`src/rtl/div_arbiter.sv`:
```
// Two-requester round-robin front end for one shared iterative divider.
// It handles divide-by-zero locally and aborts a divider that never answers.
module div_arbiter #(
    parameter int WIDTH = 4,
    parameter int TMO   = 63
) (
    input  logic             clk,
    input  logic             rst,
    input  logic             req0,
    input  logic             req1,
    input  logic [WIDTH-1:0] x0,
    input  logic [WIDTH-1:0] x1,
    input  logic [WIDTH-1:0] y0,
    input  logic [WIDTH-1:0] y1,
    output logic             gnt0,
    output logic             gnt1,
    output logic             div_go,
    output logic [WIDTH-1:0] div_x,
    output logic [WIDTH-1:0] div_y,
    input  logic             div_done,
    input  logic [WIDTH-1:0] div_q,
    input  logic [WIDTH-1:0] div_r,
    output logic             div_clr,
    output logic             rsp_vld,
    output logic             rsp_id,
    output logic [WIDTH-1:0] rsp_q,
    output logic [WIDTH-1:0] rsp_r,
    output logic             rsp_err,
    output logic             busy,
    output logic [1:0]       dbg_state_o
);

    typedef enum logic [1:0] {S_IDLE, S_ISSUE, S_WAIT, S_RESP} state_t;

    localparam logic [7:0] TMO_LAST = 8'(TMO - 1);

    state_t           state_q, state_d;
    logic             last_q, last_d;
    logic [7:0]       cnt_q, cnt_d;
    logic             owner_q, owner_d;
    logic             tmo_q, tmo_d;
    logic [WIDTH-1:0] div_x_q, div_x_d, div_y_q, div_y_d;
    logic [WIDTH-1:0] rsp_q_q, rsp_q_d, rsp_r_q, rsp_r_d;
    logic             rsp_id_q, rsp_id_d, rsp_err_q, rsp_err_d;

    logic             accept;
    logic             sel1;
    logic [WIDTH-1:0] cap_x, cap_y;

    // Handshake: reqN is a level "operation pending"; gntN is the ready and is
    // only offered in IDLE. A cycle with reqN && gntN transfers xN/yN; reqN may
    // then drop and the response still arrives tagged with rsp_id = N.
    assign sel1   = req1 & (~req0 | ~last_q);
    assign accept = (state_q == S_IDLE) & ~rst & (req0 | req1);
    assign gnt0   = accept & ~sel1;
    assign gnt1   = accept & sel1;
    assign cap_x  = sel1 ? x1 : x0;
    assign cap_y  = sel1 ? y1 : y0;

    always_comb begin
        state_d   = state_q;
        last_d    = last_q;
        cnt_d     = cnt_q;
        owner_d   = owner_q;
        tmo_d     = tmo_q;
        div_x_d   = div_x_q;
        div_y_d   = div_y_q;
        rsp_q_d   = rsp_q_q;
        rsp_r_d   = rsp_r_q;
        rsp_id_d  = rsp_id_q;
        rsp_err_d = rsp_err_q;
        case (state_q)
            S_IDLE: begin
                if (accept) begin
                    div_x_d = cap_x;
                    div_y_d = cap_y;
                    owner_d = sel1;
                    if (cap_y == '0) begin
                        // Divide-by-zero never reaches the divider.
                        rsp_q_d   = '1;
                        rsp_r_d   = cap_x;
                        rsp_err_d = 1'b1;
                        rsp_id_d  = sel1;
                        tmo_d     = 1'b0;
                        state_d   = S_RESP;
                    end else begin
                        state_d = S_ISSUE;
                    end
                end
            end
            S_ISSUE: begin
                cnt_d   = '0;
                state_d = S_WAIT;
            end
            S_WAIT: begin
                cnt_d = cnt_q + 8'd1;
                // A result on the timeout cycle still counts as a normal result.
                if (div_done) begin
                    rsp_q_d   = div_q;
                    rsp_r_d   = div_r;
                    rsp_err_d = 1'b0;
                    rsp_id_d  = owner_q;
                    tmo_d     = 1'b0;
                    state_d   = S_RESP;
                end else if (cnt_q == TMO_LAST) begin
                    rsp_q_d   = '0;
                    rsp_r_d   = '0;
                    rsp_err_d = 1'b1;
                    rsp_id_d  = owner_q;
                    tmo_d     = 1'b1;
                    state_d   = S_RESP;
                end
            end
            S_RESP: begin
                last_d  = owner_q;
                tmo_d   = 1'b0;
                state_d = S_IDLE;
            end
            default: state_d = S_IDLE;
        endcase
    end

    always_ff @(posedge clk) begin
        if (rst) begin
            state_q   <= S_IDLE;
            last_q    <= 1'b1;
            cnt_q     <= '0;
            owner_q   <= 1'b0;
            tmo_q     <= 1'b0;
            div_x_q   <= '0;
            div_y_q   <= '0;
            rsp_q_q   <= '0;
            rsp_r_q   <= '0;
            rsp_id_q  <= 1'b0;
            rsp_err_q <= 1'b0;
        end else begin
            state_q   <= state_d;
            last_q    <= last_d;
            cnt_q     <= cnt_d;
            owner_q   <= owner_d;
            tmo_q     <= tmo_d;
            div_x_q   <= div_x_d;
            div_y_q   <= div_y_d;
            rsp_q_q   <= rsp_q_d;
            rsp_r_q   <= rsp_r_d;
            rsp_id_q  <= rsp_id_d;
            rsp_err_q <= rsp_err_d;
        end
    end

    assign div_go      = (state_q == S_ISSUE);
    assign rsp_vld     = (state_q == S_RESP);
    assign div_clr     = (state_q == S_RESP) & tmo_q;
    assign busy        = (state_q != S_IDLE);
    assign div_x       = div_x_q;
    assign div_y       = div_y_q;
    assign rsp_q       = rsp_q_q;
    assign rsp_r       = rsp_r_q;
    assign rsp_id      = rsp_id_q;
    assign rsp_err     = rsp_err_q;
    assign dbg_state_o = state_q;

endmodule

```
`config.mk`:
```
export PLATFORM = sky130hd
export DESIGN_NAME = div_arbiter
export DESIGN_NICKNAME = d
export VERILOG_FILES = /design/src/rtl/div_arbiter.sv
export SDC_FILE = /design/constraint.sdc
export NUM_CORES = 1
export LEC_CHECK = 0
export CORE_ASPECT_RATIO = 1.1
export CORE_UTILIZATION = 45
export CTS_CLUSTER_SIZE = 25
export DETAILED_ROUTE_END_ITERATION = 8
export GPL_TIMING_DRIVEN = 0
export PLACE_DENSITY = 0.79
export SYNTH_ARGS = -nofsm -noshare
export SYNTH_HDL_FRONTEND = slang
export SYNTH_SLANG_ARGS = --single-unit
```
`constraint.sdc`:
```
create_clock -name clk -period 3.73 [get_ports clk]
set_input_delay 0.5595 -clock clk [delete_from_list [all_inputs] [get_ports clk]]
set_output_delay 0.5595 -clock clk [all_outputs]
set_load 0.01 [all_outputs]
```
# [Yosys cells after proc, flatten, opt, wreduce, memory -nomap -nowiden]
# Cells that the tools add are included.
[totals] reg_bits=31 input_bits=29
[classes] add_sub_neg=1 eq_ne=7 mux=30 n_bitwise=12 n_reduce_logical=10
[op_table] op="$mux W4" count=9
[op_table] op="$pmux W4 S2" count=2
[op_table] op="$pmux W8 S2" count=1
[op_table] op="$mux W1" count=10
[op_table] op="$add A8 B1 Y8 const B" count=1
[op_table] op="$eq A8 B6 Y1 const B" count=1
[op_table] op="$mux W2" count=4
[op_table] op="$pmux W2 S4" count=1
[op_table] op="$reduce_and A4 Y1" count=2
[op_table] op="$and A1 B1 Y1" count=6
[op_table] op="$reduce_bool A2 Y1" count=3
[op_table] op="$eq A2 B2 Y1 const B" count=2
[op_table] op="$logic_not A4 Y1" count=1
[op_table] op="$not A1 Y1" count=4
[op_table] op="$pmux W1 S2" count=2
[op_table] op="$reduce_and A2 Y1" count=2
[op_table] op="$ne A3 B3 Y1 const B" count=1
[op_table] op="$pmux W1 S3" count=1
[op_table] op="$reduce_bool A3 Y1" count=1
[op_table] op="$eq A2 B1 Y1 const B" count=1
[op_table] op="$logic_not A2 Y1" count=1
[op_table] op="$ne A2 B1 Y1 const B" count=1
[op_table] op="$ne A2 B2 Y1 const B" count=1
[op_table] op="$or A1 B1 Y1" count=2

# [Longest topological paths before layout]
# Gate-level depths: netlist of run 1.
[logic_depth] word_depth=8 ltp_mapped=7 ltp_nobuf=6

# [Least setup slack after synthesis of run 1]
# No wires, ideal clock.
[synth_path] path_type="register to output" from="register state_q[0] (netlist: dbg_state_o[0])" to="output gnt1" arrival_ns=1.561 required_time_ns=3.171 slack_ns=1.610 path_stages_with_launch=7 n_path_buf=2 path_cell_list="dfxtp_1 -> inv_1 -> ha_1 -> o21a_1 -> buf_4 -> clkbuf_1 -> and3_1"
[synth_between] elab_chain_cells=4
[synth_rtl] element="start, declared" line_no="37" text="state_t state_q, state_d;"
[synth_rtl] element="start signal, assigned" line_no="137" text="state_q <= state_d;"
[synth_rtl] element="$logic_not A2 Y1" line_no="54" text="assign accept = (state_q == S_IDLE) & ~rst & (req0 | req1);"
[synth_rtl] element="$and A1 B1 Y1 (2 in series)" line_no="54"
[synth_rtl] element="$and A1 B1 Y1" line_no="56" text="assign gnt1 = accept & sel1;"
[synth_rtl] element="end, declared" line_no="16" text="output logic gnt1,"
# Every way passes these cells.

# [Worst setup path after layout of run 1]
# Ends and elaborated chain as after synthesis.

==> results of run 1 <==
kinds of logic (layout without fill, tap and decap cells):
kind of cell | Yosys count | count (layout) | share of synthesized area [%]
xor gates and xnor gates | 6 | 6 | 3.206
adders and majority gates | 7 | 7 | 5.343
DFF | 31 | 31 | 37.86
AOI/OAI and AO/OA | 44 | 44 | 21.45
buffers and inverters | 22 | 84 | 5.344
and+or+nand+nor | 60 | 60 | 17.79
muxes | 14 | 14 | 9.008
state kept, by name, indices dropped and copies added, names as in the netlist:
signal and cells:
rsp_r 4, tmo_q 1, dbg_state_o 2, cnt_q 8, rsp_err 1, owner_q 1, last_q 1, div_y 4
div_x 4, rsp_id 1, rsp_q 4
worst max path at each step:
stage	start	end	slack [ns]	cells past startpoint
after global placement	req0	gnt1	0.62	6
after global routing	dbg_state_o[1]$_SDFFE_PP0P_	gnt1	0.32	7
final	dbg_state_o[0]$_SDFFE_PP0P_	gnt1	0.50	7
after detailed placement	req0	gnt1	0.62	6
after floorplan	dbg_state_o[0]$_SDFFE_PP0P_	gnt1	1.61	6
after CTS	dbg_state_o[0]$_SDFFE_PP0P_	gnt1	0.51	7
cell usage in the layout, fill, tap and decap left out, types with 2 or more instances in the layout:
master,count
xor2_1,5
o32ai_1,3
nand2_1,15
clkdlybuf4s50_1,54
mux2i_1,8
a221oi_1,4
nor2b_1,2
nor4_1,2
and3_1,2
a31oi_1,3
dfxtp_1,31
nand4_1,2
o21ai_0,5
clkbuf_4,5
nand3_1,5
inv_1,13
nand2b_1,4
clkbuf_1,9
nor3_1,4
mux2_2,6
nor2_1,19
a21oi_1,10
a21o_1,2
ha_1,7
a211oi_1,5
tightest hold or removal path: stages, from the launching register on:
cell and delay, ns:
dfxtp_1 0.32, inv_1 0.05, a221oi_1 0.06
routing by layer:
layer	part of all wire [%]	GRT usage, %	vias to the layer above
met4	1.6	9.012	0
met1	44	27.17	713
li1	-	-	777
met3	6.9	8.268	9
met2	48	36.38	53
met5	0	0	-
power by group:
group	internal, mW	leakage, nW	switching (mW)
combinational	0.278	0.564	0.322
clock	0.0734	0.0293	0.115
sequential	0.386	0.253	0.0376
total	0.738	0.846	0.474
layout make-up:
type                            instances  area, µm²  area share (%)
Timing Repair Buffer                   54      540.5           23.61
Sequential cell                        31      620.6           27.10
Buffer                                  9      38.79           1.694
Clock buffer                            7      45.04           1.967
Inverter                               13      48.80           2.131
Tap cell                               48      60.06           2.623
Multi-Input combinational cell        131      930.9           40.66
Clock inverter                          1      5.005          0.2186
==> results.md, run 1 <==
- Area Growth Syn to Fin: 39.69%
- Final net count: 281
- Core area: 3413 µm²
- Non-Filler Instances: 294
- Slew of the pin with the lowest slew margin: 0.5164 ns
- Slew Viols, Final: 0
- List of most frequent post-synthesis cells: dfxtp_1 (31), nor2_1 (19), nand2_1 (15), inv_1 (13), a21oi_1 (10)
- CTS tree: built
- Max VDD drop: 0.0003473 V
- Crit Reg-Reg Endpoint: rsp_q[1]$_SDFFE_PP0P_
- Synthesized area per cell: 8.908 µm²
- Placed insts: 286
- Mapped Cells: 184
- Final worst setup slack: 0.5014 ns
- Root buffer cell: clkbuf_4
- Worst hold endpoint: rsp_q[3]$_SDFFE_PP0P_
- Post-layout util: 67.08%
- Slowest Stage Delay on Critical Path: 0.54 ns
- Period minus WS final: 3.229 ns
- Cts hold-fix bufs: 0
- Worst Path Required: 3.17 ns
- CTS H-tree lvls: 2
- Number of synthesized flops with an enable pin: 0
- Leak: 0.8458 nW
- R2R Setup Slk: 1.66 ns
- Synth area leader: dfxtp_1
- Dominant synthesized flop cell: dfxtp_1
- Netlist cell types: 43
- Final setup violating endpoints: 0
- Starting Density: 48.02%
- Tcrit/Tclk final: 86.56%
- DRC viols: 0
- Max Cap Violations: 0
- Overall Power: 1.212 mW
- Most frequent cell after synthesis: dfxtp_1
- CTS Buf Count: 5
- Io pins: 55
- Final number of hold-violating endpoints: 0
- DR vias/cell: 5.279
- Crit-path cells: inv_1 > ha_1 > o21a_1 > buf_4 > clkbuf_1 > and3_1 > clkdlybuf4s50_1
- CP max FO: 10
- Routed vias: 1552
- Total Wirelength: 4017 µm
- Status: finished clean
- Setup bufs post-CTS: 0
- Pre-CTS setup slack: 0.6226 ns
- CP delay by family, top: buffers and inverters
- Top-area cell type share of the netlist area: 37.86%
- Worst Reg-to-Reg Cells: 7
- Cell row count: 22
- Final TNS setup: 0 ns
- Post-synthesis sequential area ratio: 37.86%
- Gr usage total: 22.67%
- WHS Path Cells: 2
- Drt pass-1 iters: 4
- WL/cell: 13.66 µm
- Slowest-stage cell, CP: clkdlybuf4s50_1
- Total gr overflow: 0
- Worst EP arrival: 2.67 ns
- Asr flop ratio synth: 0%
- Die Height: 65.30 µm
- RSZ-0062 raised after global routing: no
- Post-synthesis register bit count: 31
- Final Instance Area: 2290 µm²
- Die area: 3888 µm²
- Post-Syn Nets: 220
- Share of layout cells above drive strength 1: 8.943%
- Clock Path Buffers: 2
- Routed Antenna Nets: 0
- Final hold slack: 0.4784 ns
- Min-delay src: rsp_q[3]$_SDFFE_PP0P_
- Crit start category: flop
- F_max: 309.7 MHz
- Hold Path Class: reg2reg
- Worst clock skew: 0.005357 ns
- First-pass GRT wire length: 6624 µm
- Antenna diode count: 0
- YS warnings: 0
- DRC violation total after the first TritonRoute iteration: 121
- Die W: 59.55 µm
- Dpl cell area: 2240 µm²
- Rel. slew slack: 64.59%
- Clk_lat worst skew: 0.33 ns
- PD cells: 529.3 nW/µm²
- Number of global-route vias before repair: 1486
- Reg-to-Reg Start: dbg_state_o[0]$_SDFFE_PP0P_
- Gp weighted congestion: 0.8155
- Crit Path Class: reg2out
- Antenna violations before repair: 0
- CTS sink cnt: 31
- Synth area leaders: dfxtp_1 (38%), ha_1 (5.3%), mux2i_1 (4.9%), nor2_1 (4.4%), mux2_2 (4.1%)
- Post-DP HPWL: 3012 µm
- IO Port Bufs: 54
- Largest net degree at the start of global routing: 11
- Synth Cell Area: 1639 µm²
- Post-CTS sizing: 0
- CP endpoint kind: output port
- WP buf/inv: 4
- Final-layout fill cell count: 294
- Clock Pin Slew Worst Setup and Hold Paths: 0.09 ns
(Power assumes the default switching activity.)
==> inputs of run 2 (changes only) <==
- CELL_PAD_IN_SITES_DETAIL_PLACEMENT: unset -> 2
- CELL_PAD_IN_SITES_GLOBAL_PLACEMENT: unset -> 2
- CORE_UTILIZATION: 45 -> 28
- PLACE_DENSITY: 0.79 -> unset
- PLACE_DENSITY_LB_ADDON: unset -> 0.1
==> run 2 against run 1 <==
  * Sequential share of layout area fell by 1.1 points
  * Largest power group unchanged
  * Sequential cell count is the same
  * Worst setup slack lost 0.041 ns
  * Via count grew 1.9%
  * Largest cell class unchanged
  * Die area rose by 59%
  * Maximum frequency shrank 1.3%
  * Global-route usage fell by 4.0 points
  * Utilization decreased by 24 points
==> results.md, run 2 (synthesized netlist as in run 1, its figures left out) <==
- Status: finished clean
- Routed Antenna Nets: 0
- Worst hold endpoint: rsp_q[3]$_SDFFE_PP0P_
- Commonest cells after routing, fill and taps aside: clkdlybuf4s50_1 (54), dfxtp_1 (31), nor2_1 (19)
- First-pass GRT wire length: 8542 µm
- Gp weighted congestion: 0.6957
- Period minus WS final: 3.270 ns
- Final net count: 281
- Routed vias: 1581
- CTS sink cnt: 31
- Max FFs per register: 8
- Root buffer cell: clkbuf_8
- CTS tree: built
- RSZ-0062 raised after global routing: no
- Dpl cell area: 2273 µm²
- Reg-to-Reg Start: dbg_state_o[0]$_SDFFE_PP0P_
- Footprint of the multi-input gates: 930.9 µm²
- IO Port Bufs: 54
- Post-CTS sizing: 0
- Hold Path Class: reg2reg
- Tcrit/Tclk final: 87.67%
- PD cells: 586.4 nW/µm²
- DRC viols: 0
- Clock Pin Slew Worst Setup and Hold Paths: 0.07 ns
- Post-layout util: 43.47%
- CTS Buf Count: 5
- Slew Viols, Final: 0
- Cts hold-fix bufs: 0
- DR vias/cell: 4.925
- Drt pass-1 iters: 4
- Setup bufs post-CTS: 0
- Final setup violating endpoints: 0
- CTS H-tree lvls: 2
- Overall Power: 1.402 mW
- Rel. slew slack: 60.90%
- Slowest-stage cell, CP: clkdlybuf4s50_1
- Die area: 6164 µm²
- Min-delay src: rsp_q[3]$_SDFFE_PP0P_
- Clk_lat worst skew: 0.29 ns
- WL/cell: 16.21 µm
- Final Instance Area: 2391 µm²
- Crit-path cells: inv_1 > ha_1 > o21a_1 > buf_4 > clkbuf_1 > and3_1 > clkdlybuf4s50_1
- Commonest non-fill, non-tap cell in the layout: clkdlybuf4s50_1
- Final number of hold-violating endpoints: 0
- Worst EP arrival: 2.71 ns
- Max VDD drop: 0.0002765 V
- Register area: 620.6 µm²
- Io pins: 55
- Share of layout cells above drive strength 1: 9.756%
- Crit Reg-Reg Endpoint: rsp_q[1]$_SDFFE_PP0P_
- Worst clock skew: 0.007727 ns
- Cell row count: 28
- Slowest Stage Delay on Critical Path: 0.54 ns
- Core area: 5500 µm²
- DRC violation total after the first TritonRoute iteration: 68
- Final TNS setup: 0 ns
- Die W: 74.95 µm
- Critical path origin: dbg_state_o[0]$_SDFFE_PP0P_
- Largest net degree at the start of global routing: 11
- Post-DP HPWL: 3978 µm
- Worst Path Required: 3.17 ns
- Area Growth Syn to Fin: 45.88%
- Clock Path Buffers: 2
- R2R Setup Slk: 1.54 ns
- Total gr overflow: 0
- Max Cap Violations: 0
- Die Height: 82.25 µm
- CP max FO: 10
- Crit start category: flop
- F_max: 305.8 MHz
- Number of global-route vias before repair: 1666
- Antenna violations before repair: 0
- Starting Density: 29.80%
- Gr usage total: 18.67%
- Leak: 0.8777 nW
- Total Wirelength: 5204 µm
- Largest register by flop count: cnt_q
- WHS Path Cells: 2
- CP endpoint kind: output port
- Antenna diode count: 0
- Worst Reg-to-Reg Cells: 6
- Final-layout fill cell count: 637
- Slew of the pin with the lowest slew margin: 0.5702 ns
- Crit Path Class: reg2out
run 2: per-layer routing:
| layer | GRT usage, % | wire length, µm | vias up |
|---|---|---|---|
| li1 | - | - | 775 |
| met1 | 22.38 | 2299 | 763 |
| met2 | 33.15 | 2632 | 39 |
| met3 | 4.612 | 232 | 4 |
| met4 | 4.528 | 39 | 0 |
| met5 | 0 | 0 | - |
run 2: area by class of cell:
class	instances	area share (%)
Clock inverter	2	1.465
Clock buffer	6	3.454
Sequential cell	31	25.96
Tap cell	75	3.925
Multi-Input combinational cell	131	38.93
Inverter	13	2.041
Buffer	9	1.622
Timing Repair Buffer	54	22.61
run 2: metrics by stage:
| stage | cells | hold WS (ns) | worst slack [ns] |
|---|---|---|---|
| finish | 321 | 0.4758 | 0.4600 |
| CTS | 321 | 0.4768 | 0.4188 |
| global route | 321 | 0.5023 | 0.3074 |
| global placement | 313 | 0.4549 | 0.5645 |
| detailed placement | 313 | 0.4671 | 0.5439 |
| floorplan | 184 | 0.4301 | 1.610 |
run 2: power by group:
| group | total (mW) | switching (mW) | internal, mW |
|---|---|---|---|
| sequential | 0.426 | 0.0395 | 0.386 |
| clock | 0.351 | 0.135 | 0.216 |
| combinational | 0.625 | 0.346 | 0.279 |
| total | 1.40 | 0.521 | 0.881 |
run 2: critical path, delay by kind of cell, from the launching register on:
kind / cells / cell delay (ns)
compound gates: 1 / 0.19
fa+ha+maj: 1 / 0.42
buf+inv: 4 / 1.24
flops: 1 / 0.35
simple gates: 1 / 0.22
run 2: worst max path at each step:
| stage | end | depth (start not counted) |
|---|---|---|
| detailed placement | gnt1 | 6 |
| global route | gnt1 | 7 |
| global placement | gnt1 | 6 |
| finish | gnt1 | 7 |
| floorplan | gnt1 | 6 |
| CTS | gnt1 | 7 |
==> inputs of run 3 (changes only) <==
- CAP_MARGIN: unset -> 20
- CORE_UTILIZATION: 28 -> 38
- DONT_BUFFER_PORTS: unset -> 1
==> run 3 against run 2 <==
  * Sequential share of layout area rose by 9.0 points
  * Combinational power decreased by 31%
  * Final cell count is 25% lower
  * Critical path type unchanged
  * Critical endpoint unchanged
==> results.md, run 3 (synthesized netlist as in run 1, its figures left out) <==
- F_max: 361.6 MHz
- DRC violation total after the first TritonRoute iteration: 35
- Status: finished clean
- Clock Pin Slew Worst Setup and Hold Paths: 0.06 ns
- Number of global-route vias before repair: 1492
- Critical path origin: dbg_state_o[0]$_SDFFE_PP0P_
- Final TNS setup: 0 ns
- Overall Power: 1.127 mW
- Leak: 0.6526 nW
- Die area: 4580 µm²
- Root buffer cell: clkbuf_8
- Sequential power share: 40.2%
- Max FFs per register: 8
- Comb pwr share: 38.4%
- Drt pass-1 iters: 4
- Clk_lat worst skew: 0.28 ns
- Routed Antenna Nets: 0
- DR vias/cell: 5.744
- Wl on met1: 1864 µm
- CTS tree: built
- Hold Path Class: in2reg
- Met2 wire len: 2495 µm
- Total Wirelength: 4638 µm
- PD cells: 634.4 nW/µm²
- CTS sink cnt: 31
- Max Cap Violations: 0
- Final-layout fill cell count: 464
- IO Port Bufs: 0
- Worst EP arrival: 2.21 ns
- Antenna diode count: 0
- Max VDD drop: 0.0002577 V
- Final setup violating endpoints: 0
- RSZ-0062 raised after global routing: no
- Core area: 4054 µm²
- Cell row count: 24
- Antenna violations before repair: 0
- Starting Density: 40.43%
- Switch share: 41.59%
- Dpl cell area: 1704 µm²
- Largest net degree at the start of global routing: 11
- Gr usage total: 21.44%
- Slew of the pin with the lowest slew margin: 0.5484 ns
- Placed insts: 236
- Net Sw Power: 0.4687 mW
- CTS H-tree lvls: 2
- Pre-CTS setup slack: 1.254 ns
- Period minus WS final: 2.766 ns
- P_int: 0.6584 mW
- Cts hold-fix bufs: 0
- Die Height: 70.88 µm
- Post-DP HPWL: 3576 µm
- Crit Path Class: reg2out
- WL met3: 209 µm
- CTS Buf Count: 5
- Share of layout cells above drive strength 1: 11.05%
- WL/cell: 19.17 µm
- First-pass GRT wire length: 7334 µm
- Worst Path Required: 3.17 ns
- Commonest non-fill, non-tap cell in the layout: dfxtp_1
- Slew Viols, Final: 0
- Routed vias: 1390
- Non-Filler Instances: 242
- Io pins: 55
- Final net count: 227
- Clock Path Buffers: 2
- Total gr overflow: 0
- Area Growth Syn to Fin: 8.397%
- CP endpoint: gnt1
- Post-CTS sizing: 0
- Post-layout util: 43.83%
- Largest register by flop count: cnt_q
- Worst clock skew: 0.001886 ns
- Tcrit/Tclk final: 74.15%
- Gp weighted congestion: 0.7869
- Die W: 64.62 µm
- Rel. slew slack: 63.44%
- Clock power share: 21.4%
- Final worst setup slack: 0.9644 ns
- CP max FO: 10
- R2R Setup Slk: 1.51 ns
- Final hold slack: 0.4482 ns
- Crit start category: flop
- Final Instance Area: 1777 µm²
- DR top layer: met4
- Reg-to-Reg Start: dbg_state_o[0]$_SDFFE_PP0P_
- Commonest cells after routing, fill and taps aside: dfxtp_1 (31), nor2_1 (19), nand2_1 (15)
- Crit Reg-Reg Endpoint: rsp_q[1]$_SDFFE_PP0P_
- DRC viols: 0
- Final number of hold-violating endpoints: 0
- CP endpoint kind: output port
- Worst Reg-to-Reg Cells: 7
- Setup bufs post-CTS: 0
-- run 3: power groups by stage --
stage | combinational (mW) | clock [mW] | sequential [mW]
finish | 0.433 | 0.241 | 0.453
detailed placement | 0.433 | 0 | 0.463
global placement | 0.405 | 0 | 0.460
CTS | 0.438 | 0.249 | 0.456
global route | 0.475 | 0.260 | 0.460
floorplan | 0.333 | 0 | 0.448
-- run 3: worst min-delay path by stage --
stage	startpoint	to	slack [ns]	depth (start not counted)
floorplan	tmo_q$_SDFFE_PP0P_	tmo_q$_SDFFE_PP0P_	0.43	2
global placement	tmo_q$_SDFFE_PP0P_	tmo_q$_SDFFE_PP0P_	0.44	2
detailed placement	tmo_q$_SDFFE_PP0P_	tmo_q$_SDFFE_PP0P_	0.46	2
CTS	div_q[2]	rsp_q[2]$_SDFFE_PP0P_	0.44	2
global route	div_q[2]	rsp_q[2]$_SDFFE_PP0P_	0.45	2
finish	div_q[0]	rsp_q[0]$_SDFFE_PP0P_	0.45	2
-- run 3: area by class of cell --
cell class	instances	area (µm²)	area share (%)
Clock buffer	6	72.57	4.085
Multi-Input combinational cell	131	930.9	52.39
Tap cell	52	65.06	3.662
Sequential cell	31	620.6	34.93
Buffer	9	38.79	2.183
Inverter	13	48.80	2.746
-- run 3: worst max-delay path, stage by stage, from the launching register on --
cell and delay [ns]:
dfxtp_1 0.37, inv_1 0.16, ha_1 0.40, o21a_1 0.18
buf_4 0.17, clkbuf_1 0.37, and3_1 0.28
-- run 3: layer usage --
layer	vias to the layer above	global-route usage, %
met5	-	0
met4	0	7.654
met3	7	5.484
met2	32	38.48
met1	686	24.23
li1	665	-
